`config.mk`:
```
export PLATFORM = sky130hd
export DESIGN_NAME = vector_lane_packer_flat
export DESIGN_NICKNAME = d
export VERILOG_FILES = /design/src/rtl/vector_lane_packer_pkg.sv /design/src/rtl/vector_lane_packer_if.sv /design/src/rtl/vector_lane_packer_mov_vector.sv /design/src/rtl/vector_lane_packer.sv /design/src/flat_wrapper.sv
export SDC_FILE = /design/constraint.sdc
export NUM_CORES = 1
export LEC_CHECK = 0
export ABC_AREA = 0
export CAP_MARGIN = 20
export CORE_MARGIN = 10
export CORE_UTILIZATION = 42
export DETAILED_ROUTE_END_ITERATION = 6
export MAX_ROUTING_LAYER = met4
export PLACE_DENSITY = 0.79
export RECOVER_POWER = 25
export SKIP_LAST_GASP = 1
export SLEW_MARGIN = 20
export SYNTH_ARGS = -nofsm -noshare
export SYNTH_HDL_FRONTEND = slang
export SYNTH_HIERARCHICAL = 1
export SYNTH_SLANG_ARGS = --single-unit
```
`constraint.sdc`:
```
create_clock -name clk -period 4.7 [get_ports clk]
set_clock_uncertainty 0.15 [all_clocks]
set_input_delay 0.94 -clock clk [delete_from_list [all_inputs] [get_ports clk]]
set_output_delay 0.94 -clock clk [all_outputs]
set_load 0.01 [all_outputs]
```
`src/rtl/vector_lane_packer_pkg.sv`:
```
// vec_pkg: shared widths, FSM state and lane index types for the lane packer
package vec_pkg;
  localparam int V_W = 128;
  localparam int S_W = 32;
  localparam int LANES = V_W / S_W;
  typedef enum logic [1:0] {IDLE, FILL, OUT} pack_state_t;
  typedef logic [1:0] lane_idx_t;
endpackage

```
`src/rtl/vector_lane_packer_if.sv`:
```
// vector_lane_packer_if: control, scalar-in and vector-out bundle of the lane packer
interface vector_lane_packer_if;
  logic start;
  logic [vec_pkg::V_W-1:0] base_vec;
  logic flush;
  logic s_valid;
  logic s_ready;
  logic [vec_pkg::S_W-1:0] s_data;
  logic m_valid;
  logic m_ready;
  logic [vec_pkg::V_W-1:0] m_data;
  logic [2:0] m_lanes;
  logic busy;
  modport master (
    output start, base_vec, flush, s_valid, s_data, m_ready,
    input  s_ready, m_valid, m_data, m_lanes, busy
  );
  modport slave (
    input  start, base_vec, flush, s_valid, s_data, m_ready,
    output s_ready, m_valid, m_data, m_lanes, busy
  );
endinterface

```
`src/rtl/vector_lane_packer_mov_vector.sv`:
```
// mov_vector: replace lane imm of vector_input with src, all other lanes pass through
module mov_vector #(
  parameter int V = 128,
  parameter int N = 32
) (
  input  logic [N-1:0]             src,
  input  logic [V-1:0]             vector_input,
  input  logic [$clog2(V/N)-1:0]   imm,
  output logic [V-1:0]             dst
);
  always_comb begin
    dst = vector_input;
    dst[imm*N +: N] = src;
  end
endmodule

```
`src/rtl/vector_lane_packer.sv`:
```
// vector_lane_packer: packs up to four 32-bit scalars into lanes of a 128-bit base vector
module vector_lane_packer
  import vec_pkg::*;
(
  input  logic                  clk,
  input  logic                  rst,
  vector_lane_packer_if.slave   bus_io
);
  pack_state_t state_q, state_d;
  logic [V_W-1:0] acc_q, acc_d, ins;
  lane_idx_t lane_q, lane_d;
  logic [2:0] cnt_q, cnt_d;
  logic beat;
  mov_vector #(.V(V_W), .N(S_W)) u_mov (
    .src          (bus_io.s_data),
    .vector_input (acc_q),
    .imm          (lane_q),
    .dst          (ins)
  );
  assign beat = (state_q == FILL) && bus_io.s_valid;
  always_ff @(posedge clk or posedge rst) begin
    if (rst) begin
      state_q <= IDLE;
      acc_q   <= '0;
      lane_q  <= '0;
      cnt_q   <= '0;
    end else begin
      state_q <= state_d;
      acc_q   <= acc_d;
      lane_q  <= lane_d;
      cnt_q   <= cnt_d;
    end
  end
  always_comb begin
    state_d = state_q;
    acc_d   = acc_q;
    lane_d  = lane_q;
    cnt_d   = cnt_q;
    case (state_q)
      IDLE: if (bus_io.start) begin
        acc_d   = bus_io.base_vec;
        lane_d  = '0;
        cnt_d   = '0;
        state_d = FILL;
      end
      FILL: begin
        if (beat) begin
          acc_d  = ins;
          lane_d = lane_q + 2'd1;
          cnt_d  = cnt_q + 3'd1;
        end
        // a beat riding with flush is inserted before the pack closes
        if ((beat && lane_q == 2'd3) || bus_io.flush) state_d = OUT;
      end
      OUT: state_d = bus_io.m_ready ? IDLE : OUT;
      default: state_d = IDLE;
    endcase
  end
  assign bus_io.s_ready = state_q == FILL;
  assign bus_io.m_valid = state_q == OUT;
  assign bus_io.busy    = state_q != IDLE;
  assign bus_io.m_data  = acc_q;
  assign bus_io.m_lanes = cnt_q;
endmodule

```
`src/flat_wrapper.sv`:
```
// flat-port wrapper written by rule: the top's interface ports become plain ports
module vector_lane_packer_flat import vec_pkg::*;
  (clk, rst, bus_io_start, bus_io_base_vec, bus_io_flush, bus_io_s_valid, bus_io_s_data, bus_io_m_ready, bus_io_s_ready, bus_io_m_valid, bus_io_m_data, bus_io_m_lanes, bus_io_busy);
  vector_lane_packer_if bus_io_i ();
  input  logic clk;
  input  logic rst;
  input wire logic [$bits(bus_io_i.start)-1:0] bus_io_start;
  input wire logic [$bits(bus_io_i.base_vec)-1:0] bus_io_base_vec;
  input wire logic [$bits(bus_io_i.flush)-1:0] bus_io_flush;
  input wire logic [$bits(bus_io_i.s_valid)-1:0] bus_io_s_valid;
  input wire logic [$bits(bus_io_i.s_data)-1:0] bus_io_s_data;
  input wire logic [$bits(bus_io_i.m_ready)-1:0] bus_io_m_ready;
  output wire logic [$bits(bus_io_i.s_ready)-1:0] bus_io_s_ready;
  output wire logic [$bits(bus_io_i.m_valid)-1:0] bus_io_m_valid;
  output wire logic [$bits(bus_io_i.m_data)-1:0] bus_io_m_data;
  output wire logic [$bits(bus_io_i.m_lanes)-1:0] bus_io_m_lanes;
  output wire logic [$bits(bus_io_i.busy)-1:0] bus_io_busy;
  assign bus_io_i.start = bus_io_start;
  assign bus_io_i.base_vec = bus_io_base_vec;
  assign bus_io_i.flush = bus_io_flush;
  assign bus_io_i.s_valid = bus_io_s_valid;
  assign bus_io_i.s_data = bus_io_s_data;
  assign bus_io_i.m_ready = bus_io_m_ready;
  assign bus_io_s_ready = bus_io_i.s_ready;
  assign bus_io_m_valid = bus_io_i.m_valid;
  assign bus_io_m_data = bus_io_i.m_data;
  assign bus_io_m_lanes = bus_io_i.m_lanes;
  assign bus_io_busy = bus_io_i.busy;
  vector_lane_packer u_core (.clk(clk), .rst(rst), .bus_io(bus_io_i));
endmodule
```
== Word-level counts from Yosys, hierarchy flattened ==
Cells that the tools add are included.

* Memories: 0
* Word-level logic and storage cells: 37
* Output and inout port bits: 134
* Bits in read-only memories: 0
* Latch bits: 0
* Bits in registers: 135
* RAM bits: 0

* Bitwise logic cells: 0
* Add/sub/neg operators: 3
* Equality and inequality tests: 6
* Divide/modulo/power cells: 0
* Shift-type cells: 2
* $mul: 0
* Muxes and demuxes: 14
* Reduce and logical (&&, ||, !) cells: 8
* Magnitude comparators: 0

{| class="wikitable"
|+ Operators by type and width
! operator !! count
|-
| 2-to-1 mux 128 bit || 2
|-
| one-hot mux 128 bit (2 select lines) || 1
|-
| bitwise mux 128 bit || 1
|-
| variable shift 32 x 34 -> 128 bit (first input constant) || 1
|-
| variable part select 32 x 34 -> 128 bit || 1
|-
| negation 7 -> 34 bit || 1
|-
| 2-to-1 mux 2 bit || 5
|-
| 2-to-1 mux 3 bit || 2
|-
| one-hot mux 2 bit (3 select lines) || 1
|-
| one-hot mux 3 bit (2 select lines) || 1
|-
| equality test 2 bit (second input constant) || 2
|-
| != test 2 x 1 -> 1 bit (second input constant) || 2
|-
| one-hot mux 2 bit (2 select lines) || 1
|-
| nonzero test 2 bit || 2
|-
| adder 3 x 1 -> 3 bit (second input constant) || 1
|-
| AND reduction 3 bit || 1
|-
| adder 2 x 1 -> 2 bit (second input constant) || 1
|-
| equality test 2 x 1 -> 1 bit (second input constant) || 1
|-
| logical AND 1 bit || 2
|-
| logical NOT 2 bit || 1
|-
| != test 2 bit (second input constant) || 1
|-
| AND reduction 2 bit || 1
|-
| logical OR 1 bit || 1
|}

== Logic depth before layout (Yosys ltp) ==
Gate-level depths: netlist of run 1.

* Word-level depth: 6
* Gate-level depth with buffers: 9

== Modules after synthesis ==
Netlist of run 1, hierarchy kept.

{| class="wikitable"
|+ By module, submodules not included
! module !! area an instance (um2) !! instances !! cells each
|-
| vector_lane_packer || 6677.7 || 1 || 450
|-
| mov_vector || 1916.8 || 1 || 238
|}

== Worst setup path before layout of run 1 ==
OpenSTA, ideal clock, no wires.

* Kind: reg2reg
* Start point: register u_core.lane_q[0]
* End point: register u_core.acc_q[10], in the netlist u_core/bus_io.m_data[10]
* Arrival: 2.042 ns
* Library setup time: 0.125 ns
* Cell stages (with the launch flop): 9
* Slack: 2.383 ns
* Data required time: 4.425 ns
* Path through: dfrtp_1 -> inv_1 -> ha_1 -> and4bb_1 -> buf_6 -> buf_6 -> a22o_1 -> mux2_2 -> mux2_2

* Cells in the longest elaborated chain, start to end: 5
* Elaborated cells between the ends (all ways): 6
* Classes of those cells: 1 x add/sub; 2 x shift; 3 x mux

{| class="wikitable"
|+ RTL lines
! item !! RTL line !! source
|-
| start: declaration || vector_lane_packer.sv:11 || <nowiki>lane_idx_t lane_q, lane_d;</nowiki>
|-
| start signal: assignment || vector_lane_packer.sv:30 || <nowiki>lane_q <= lane_d;</nowiki>
|-
| negation 7 -> 34 bit * || vector_lane_packer_mov_vector.sv:13 || <nowiki>dst[imm*N +: N] = src;</nowiki>
|-
| variable part select 32 x 34 -> 128 bit or variable shift 32 x 34 -> 128 bit (tied branches) || vector_lane_packer_mov_vector.sv:13 ||
|-
| bitwise mux 128 bit * || vector_lane_packer_mov_vector.sv:13 ||
|-
| named net u_core.ins[10] || vector_lane_packer.sv:10 || <nowiki>logic [V_W-1:0] acc_q, acc_d, ins;</nowiki>
|-
| 2-to-1 mux 128 bit * || vector_lane_packer.sv:47 || <nowiki>if (beat) begin</nowiki>
|-
| one-hot mux 128 bit (2 select lines) * || vector_lane_packer.sv:39 || <nowiki>case (state_q)</nowiki>
|-
| end signal: assignment || vector_lane_packer.sv:24 || <nowiki>acc_q <= '0;</nowiki>
|-
| end signal: assignment || vector_lane_packer.sv:29 || <nowiki>acc_q <= acc_d;</nowiki>
|-
| end: declaration || vector_lane_packer.sv:10 ||
|}

The timed path passes the listed nets; every way through them passes the cells marked *. The select of a mux whose other input is x is not followed.
A chain may end at the register's enable or synchronous reset.

==> results of run 1 <==
==> area by class of cell <==
| class | instances | area [µm²] |
|---|---|---|
| Tap cell | 270 | 338 |
| Inverter | 69 | 263 |
| Fill cell | 1706 | 7900 |
| Timing Repair Buffer | 311 | 3100 |
| Clock inverter | 12 | 200 |
| Multi-Input combinational cell | 426 | 4540 |
| Clock buffer | 20 | 447 |
| Antenna cell | 1 | 2.50 |
| Sequential cell | 135 | 3380 |
==> report_power, final <==
| group | internal, mW | switching [mW] |
|---|---|---|
| clock | 0.956 | 0.531 |
| combinational | 3.10 | 2.16 |
| sequential | 1.78 | 0.476 |
==> synth_stat cells <==
master     instances
buf_4              9
o32ai_1            2
or2_2              1
mux2i_1            4
nand4bb_1          2
ha_1               7
nand2b_1           8
dfrtp_1          135
and4bb_1           2
a22o_1            86
buf_1              2
nand3_1            1
a21oi_2            1
mux2_2           256
and4b_1            1
nor2_1             2
buf_2             16
o2bb2ai_1         10
o22ai_1            5
clkbuf_1           7
inv_1             69
o32ai_2           25
a21oi_1            2
nor2b_1            1
nand2_1            5
o21ai_0            4
buf_6             24
nand4b_1           1
==> sequential cells by signal, indices dropped and copies added (netlist names) <==
register / count
u_core/bus_io.m_lanes: 3
u_core/lane_q: 2
u_core/state_q: 2
u_core/bus_io.m_data: 128
==> cell families after synthesis <==
logic type,after synthesis,share of synthesized area
AOI/OAI and AO/OA,135,0.155
adders and majority gates,7,0.0102
buffers and inverters,127,0.0827
DFF,135,0.393
muxes,260,0.340
and+or+nand+nor,24,0.0186
==> through the flow <==
stage / hold slack (ns) / cell area, µm² / setup slack (ns) / total power, mW / utilization
after floorplan: 0.337 / 8600 / 1.93 / 5.63 / -
final: 0.361 / 12300 / 1.60 / 9.00 / 0.608
after global routing: 0.398 / 12300 / 1.30 / 9.56 / 0.608
after CTS: 0.365 / 12300 / 1.67 / 9.10 / 0.609
after detailed placement: 0.354 / 11600 / 1.59 / 7.56 / 0.577
after global placement: 0.350 / 11600 / 1.60 / 7.44 / 0.577
==> worst paths after layout <==
path / end / slack (ns) / cells after the start
max: u_core/bus_io.m_data[104] / 1.60 / 3
min: u_core/bus_io.m_lanes[0] / 0.36 / 1
max reg2reg: u_core/bus_io.m_data[15] / 1.68 / 7
min reg2reg: u_core/bus_io.m_lanes[0] / 0.36 / 1
max in group clk: u_core/bus_io.m_data[15] / 1.68 / 7
min in group asynchronous: u_core/bus_io.m_data[119] / 1.56 / 3
==> cell usage in the layout (no fill, tap or decap), types with 4 or more instances in the layout <==
cell | netlist | routed
o22ai_1 | 5 | 5
nand2b_1 | 8 | 7
ha_1 | 7 | 5
nand2_1 | 5 | 5
clkdlybuf4s50_1 | 0 | 297
dfrtp_1 | 135 | 135
bufinv_16 | 0 | 5
clkbuf_16 | 0 | 17
mux2_2 | 256 | 256
buf_4 | 9 | 10
o21ai_0 | 4 | 4
o32ai_2 | 25 | 25
mux2i_1 | 4 | 4
inv_1 | 69 | 68
o2bb2ai_1 | 10 | 10
clkinvlp_4 | 0 | 4
a22o_1 | 86 | 86
==> routing by layer <==
layer  vias up  wire (µm)
li1       3102          -
met4         0        535
met1      3360      11600
met5         -          0
met2       219      13800
met3        34       2290
==> worst max-delay path, stage by stage <==
cell	delay, ns
dlygate4sd3_1	0.57
clkinvlp_4	0.07
clkbuf_4	1.38
==> metrics.txt, run 1 <==
status finished, violations left; failing checks max-capacitance violations, max-slew violations; Max Fanout on Critical Path 135; DR pass1 iterations 4; GR Layer Usage met3 0.0735; crit path kind in -> async; Total GRT Usage 0.214; Final nets 1133; top-area cell type share of the netlist area 0.393; Sink Count 135; GR Util met2 0.351; layout cell share with drive strength beyond 1 0.339; Hold/Removal Path Class reg -> reg; max_cap viols 1; mapped cell area 8590 µm²; max-slew violations 136; ranking of synthesized cells by area dfrtp_1 (39%), mux2_2 (34%), a22o_1 (8.8%); cells after synthesis 688; initial core utilization 0.426; setup TNS 0 ns; Area Growth Syn to Fin 42.7%; final hold violation count 0; IO Count 300; Final period util 0.659; max_slew headroom -0.307; crit end category asynchronous set/reset pin; crit path launch type primary input; Vias/cell 5.40; Worst R2R Start u_core/lane_q[0]; vias in the first global route 7103; First DRT Iteration DRCs 340; DP Cell Count 1211; root buffer cell clkbuf_16; Post-CTS Setup Inserts 0; Inserted Clock Buffers 17; chip width 163 µm; Max Root-Sink Buffers 2; HP Start u_core/bus_io.m_lanes[0]; global route overflow 0; GR Util met1 0.245; post-synthesis net count 861; Worst-path clk slew 0.06 ns; static leakage 5.06 nW; die height 163 µm; clk_lat worst skew 0.42 ns; sequential fraction of the synthesis area 0.393; # setup viols final 0; row count 52; Vias 6715; Distinct cells, synth 28; Post-CTS Hold Fix Bufs 0; Power Density 734 nW/µm²; routed len/inst 22.7 µm; cts repair resizes 0; f_max 323 MHz; antenna-violating nets left 0; Finished Layout Cells 1244; die area 26600 µm²; RD Place Congestion 0.804; routed wire length 28200 µm; Setup crit start rst; DRC errors left 0; gr busiest metal met2; Worst-Margin Slew 1.96 ns; minimum clock period 3.10 ns; CTS tree built; Synth warnings 6; Port Buf Inserts 299; initial antenna violation count 1; Yosys top cell by area dfrtp_1; largest net degree at the start of global routing 136; syn_area_per_cell 12.5 µm²; DP HPWL 19400 µm; WP data arrival 3.09 ns; core area 20200 µm²; flops & latches, synth 135; VDD IR-drop max 0.460 mV; RSZ-0062 raised after global routing no; first-pass GRT wire length 43100 µm; worst endpoint required time 4.69 ns; htree depth 4
Power figures use the tool's default switching activity.
==> run 2: changes to the inputs <==
--- a/config.mk
+++ b/config.mk
@@ -8,10 +8,10 @@
 export ABC_AREA = 0
 export CAP_MARGIN = 20
 export CORE_MARGIN = 10
-export CORE_UTILIZATION = 42
+export CORE_UTILIZATION = 46
 export DETAILED_ROUTE_END_ITERATION = 6
 export MAX_ROUTING_LAYER = met4
-export PLACE_DENSITY = 0.79
+export PLACE_DENSITY = 0.82
 export RECOVER_POWER = 25
 export SKIP_LAST_GASP = 1
 export SLEW_MARGIN = 20
==> constraint.sdc (replaced) <==
create_clock -name clk -period 2.9 [get_ports clk]
set_clock_uncertainty 0.15 [all_clocks]
set_input_delay 0.58 -clock clk [delete_from_list [all_inputs] [get_ports clk]]
set_output_delay 0.58 -clock clk [all_outputs]
set_load 0.01 [all_outputs]
==> run 2 against run 1 <==
The flow now finishes without violations. Core utilization is 7.5 points higher. Sequential cell count unchanged. Clock-buffer cell count up 5. Hold slack better by 0.0082 ns. Critical path depth is the same. Worst setup slack lost 1.4 ns. Largest power group unchanged.
==> metrics.txt, run 2 (synthesis results as in run 1) <==
status finished clean; die height 157 µm (-3.9%); Port Buf Inserts 299 (unchanged); Inserted Clock Buffers 17 (unchanged); static leakage 5.17 nW (+2.1%); worst setup margin 0.189 ns (-1.41 ns); f_max 369 MHz; global route overflow 0 (unchanged); Worst-path clk slew 0.06 ns (about the same); setup TNS 0 ns (unchanged); Area Growth Syn to Fin 44.3%; most common cell after layout, fill and taps aside clkdlybuf4s50_1; Final nets 1148 (+1.3%); Hold/Removal Path Class reg -> reg; Fillers 1437 (-16%); DR top layer met4; ANT cells 0 (-1); crit path launch type register; chip width 157 µm (-3.9%); routed wire length 28600 µm (+1.3%); vias in the first global route 7211 (+1.5%); Worst-Margin Slew 1.28 ns (-0.679 ns); root buffer cell clkbuf_16; core area 18100 µm² (-10%); CTS tree built; DP HPWL 20600 µm (+6.4%); most frequent cells in the layout clkdlybuf4s50_1 (298), mux2_2 (256), dfrtp_1 (135); FF-to-FF End u_core/bus_io.m_data[61]; FF-to-FF path depth 7 (unchanged); Power Density 1190 nW/µm² (+62%); Hold Path Depth 1 (unchanged); initial antenna violation count 0 (-1); RD Place Congestion 0.824 (+2.5%); RSZ-0062 raised after global routing no; max_slew headroom 0.146 (+0.453); first-pass GRT wire length 43200 µm (+0.29%); routed len/inst 23.5 µm (+3.6%); Total GRT Usage 0.234 (+0.0203); DRC errors left 0 (unchanged); final hold violation count 0 (unchanged); IO Count 300 (unchanged); worst endpoint required time 2.17 ns (-2.52 ns); HP Start u_core/bus_io.m_lanes[0]; Worst Hold Path EP u_core/bus_io.m_lanes[0]; die area 24600 µm² (-7.6%); routed wl met3 2240 µm (-2.3%); pre-CTS setup slack 0.374 ns (-1.22 ns); crit end category output pin; Vias/cell 5.60 (+3.7%); Worst R2R Start u_core/lane_q[1]; max reg flops 128 (unchanged); Max Fanout on Critical Path 22 (-84%); Vias 6809 (+1.4%); row count 49 (-5.8%); largest net degree at the start of global routing 70 (-49%); antenna-violating nets left 0 (unchanged); R2R Setup Slk 0.40 ns (-1.28 ns); layout cell share with drive strength beyond 1 0.347 (+0.00735); DR pass1 iterations 4 (unchanged); Sink Count 135 (unchanged); initial core utilization 0.474 (+0.0475); crit path kind reg -> out; htree depth 4 (unchanged); cts repair resizes 0 (unchanged); max-slew violations 0 (-100%); First DRT Iteration DRCs 362 (+6.5%); met1 WL 11200 µm (-3.1%); WP data arrival 1.98 ns (-1.11 ns); minimum clock period 2.71 ns; clk_lat worst skew 0.41 ns (about the same); # setup viols final 0 (unchanged); Post-CTS Hold Fix Bufs 0 (unchanged); max_cap viols 0 (-1); met2 WL 14500 µm (+5.0%); Max Root-Sink Buffers 2 (unchanged); Final period util 0.935; VDD IR-drop max 0.574 mV (+25%); Post-CTS Setup Inserts 0 (unchanged)
==> run 2: cell count changes in the layout (fill, tap and decap cells not counted), moves of 3 or more <==
cell	before	now
clkinvlp_4	4	1
buf_4	10	14
clkbuf_8	1	4
buf_12	1	11
==> run 2: per-layer routing <==
| metal | track usage | up-vias |
|---|---|---|
| met5 | - | - |
| met3 | 0.0800 | 39 |
| met1 | 0.256 | 3396 |
| met2 | 0.395 | 243 |
| li1 | - | 3131 |
| met4 | 0.0751 | 0 |
==> run 2: cell type report <==
cell class | instances | area, µm² | share of cell area
Timing Repair Buffer | 326 | 3330 | 0.268
Tap cell | 229 | 287 | 0.0231
Clock inverter | 6 | 115 | 0.00928
Multi-Input combinational cell | 426 | 4540 | 0.366
Sequential cell | 135 | 3380 | 0.272
Inverter | 69 | 260 | 0.0210
Clock buffer | 25 | 495 | 0.0399
==> run 2: critical path: stages (launching register included) <==
cell	delay (ns)
dfrtp_1	0.47
nand2b_4	0.34
inv_1	0.19
clkdlybuf4s50_1	0.57
==> run 2: how the worst max path moves through the flow <==
stage	depth (start not counted)	startpoint	endpoint
2_1_floorplan	1	rst	u_core/bus_io.m_data[0]
3_3_place_gp	5	bus_io_s_valid	u_core/bus_io.m_data[115]
3_5_place_dp	5	bus_io_s_valid	u_core/bus_io.m_data[18]
4_1_cts	3	u_core/state_q[1]	bus_io_s_ready
5_1_grt	3	u_core/state_q[1]	bus_io_s_ready
6_report	3	u_core/state_q[1]	bus_io_s_ready
==> run 2: metrics by stage <==
step                      instance area [µm²]  total power, mW  instances  utilization  hold slack [ns]
after global placement                  11800             12.3       1185        0.652            0.364
final                                   12400             14.8       1216        0.684            0.369
after global routing                    12400             15.6       1216        0.684            0.399
after detailed placement                11800             12.6       1185        0.652            0.366
after floorplan                          8600             9.13        688            -            0.337
after CTS                               12400             14.9       1216        0.685            0.366
==> run 2: power by group <==
group / leakage [nW] / internal, mW / total, mW / switching [mW]
clock: 0.294 / 1.44 / 2.25 / 0.809
combinational: 3.27 / 5.27 / 8.84 / 3.57
sequential: 1.61 / 2.89 / 3.68 / 0.791
total: 5.17 / 9.60 / 14.8 / 5.17
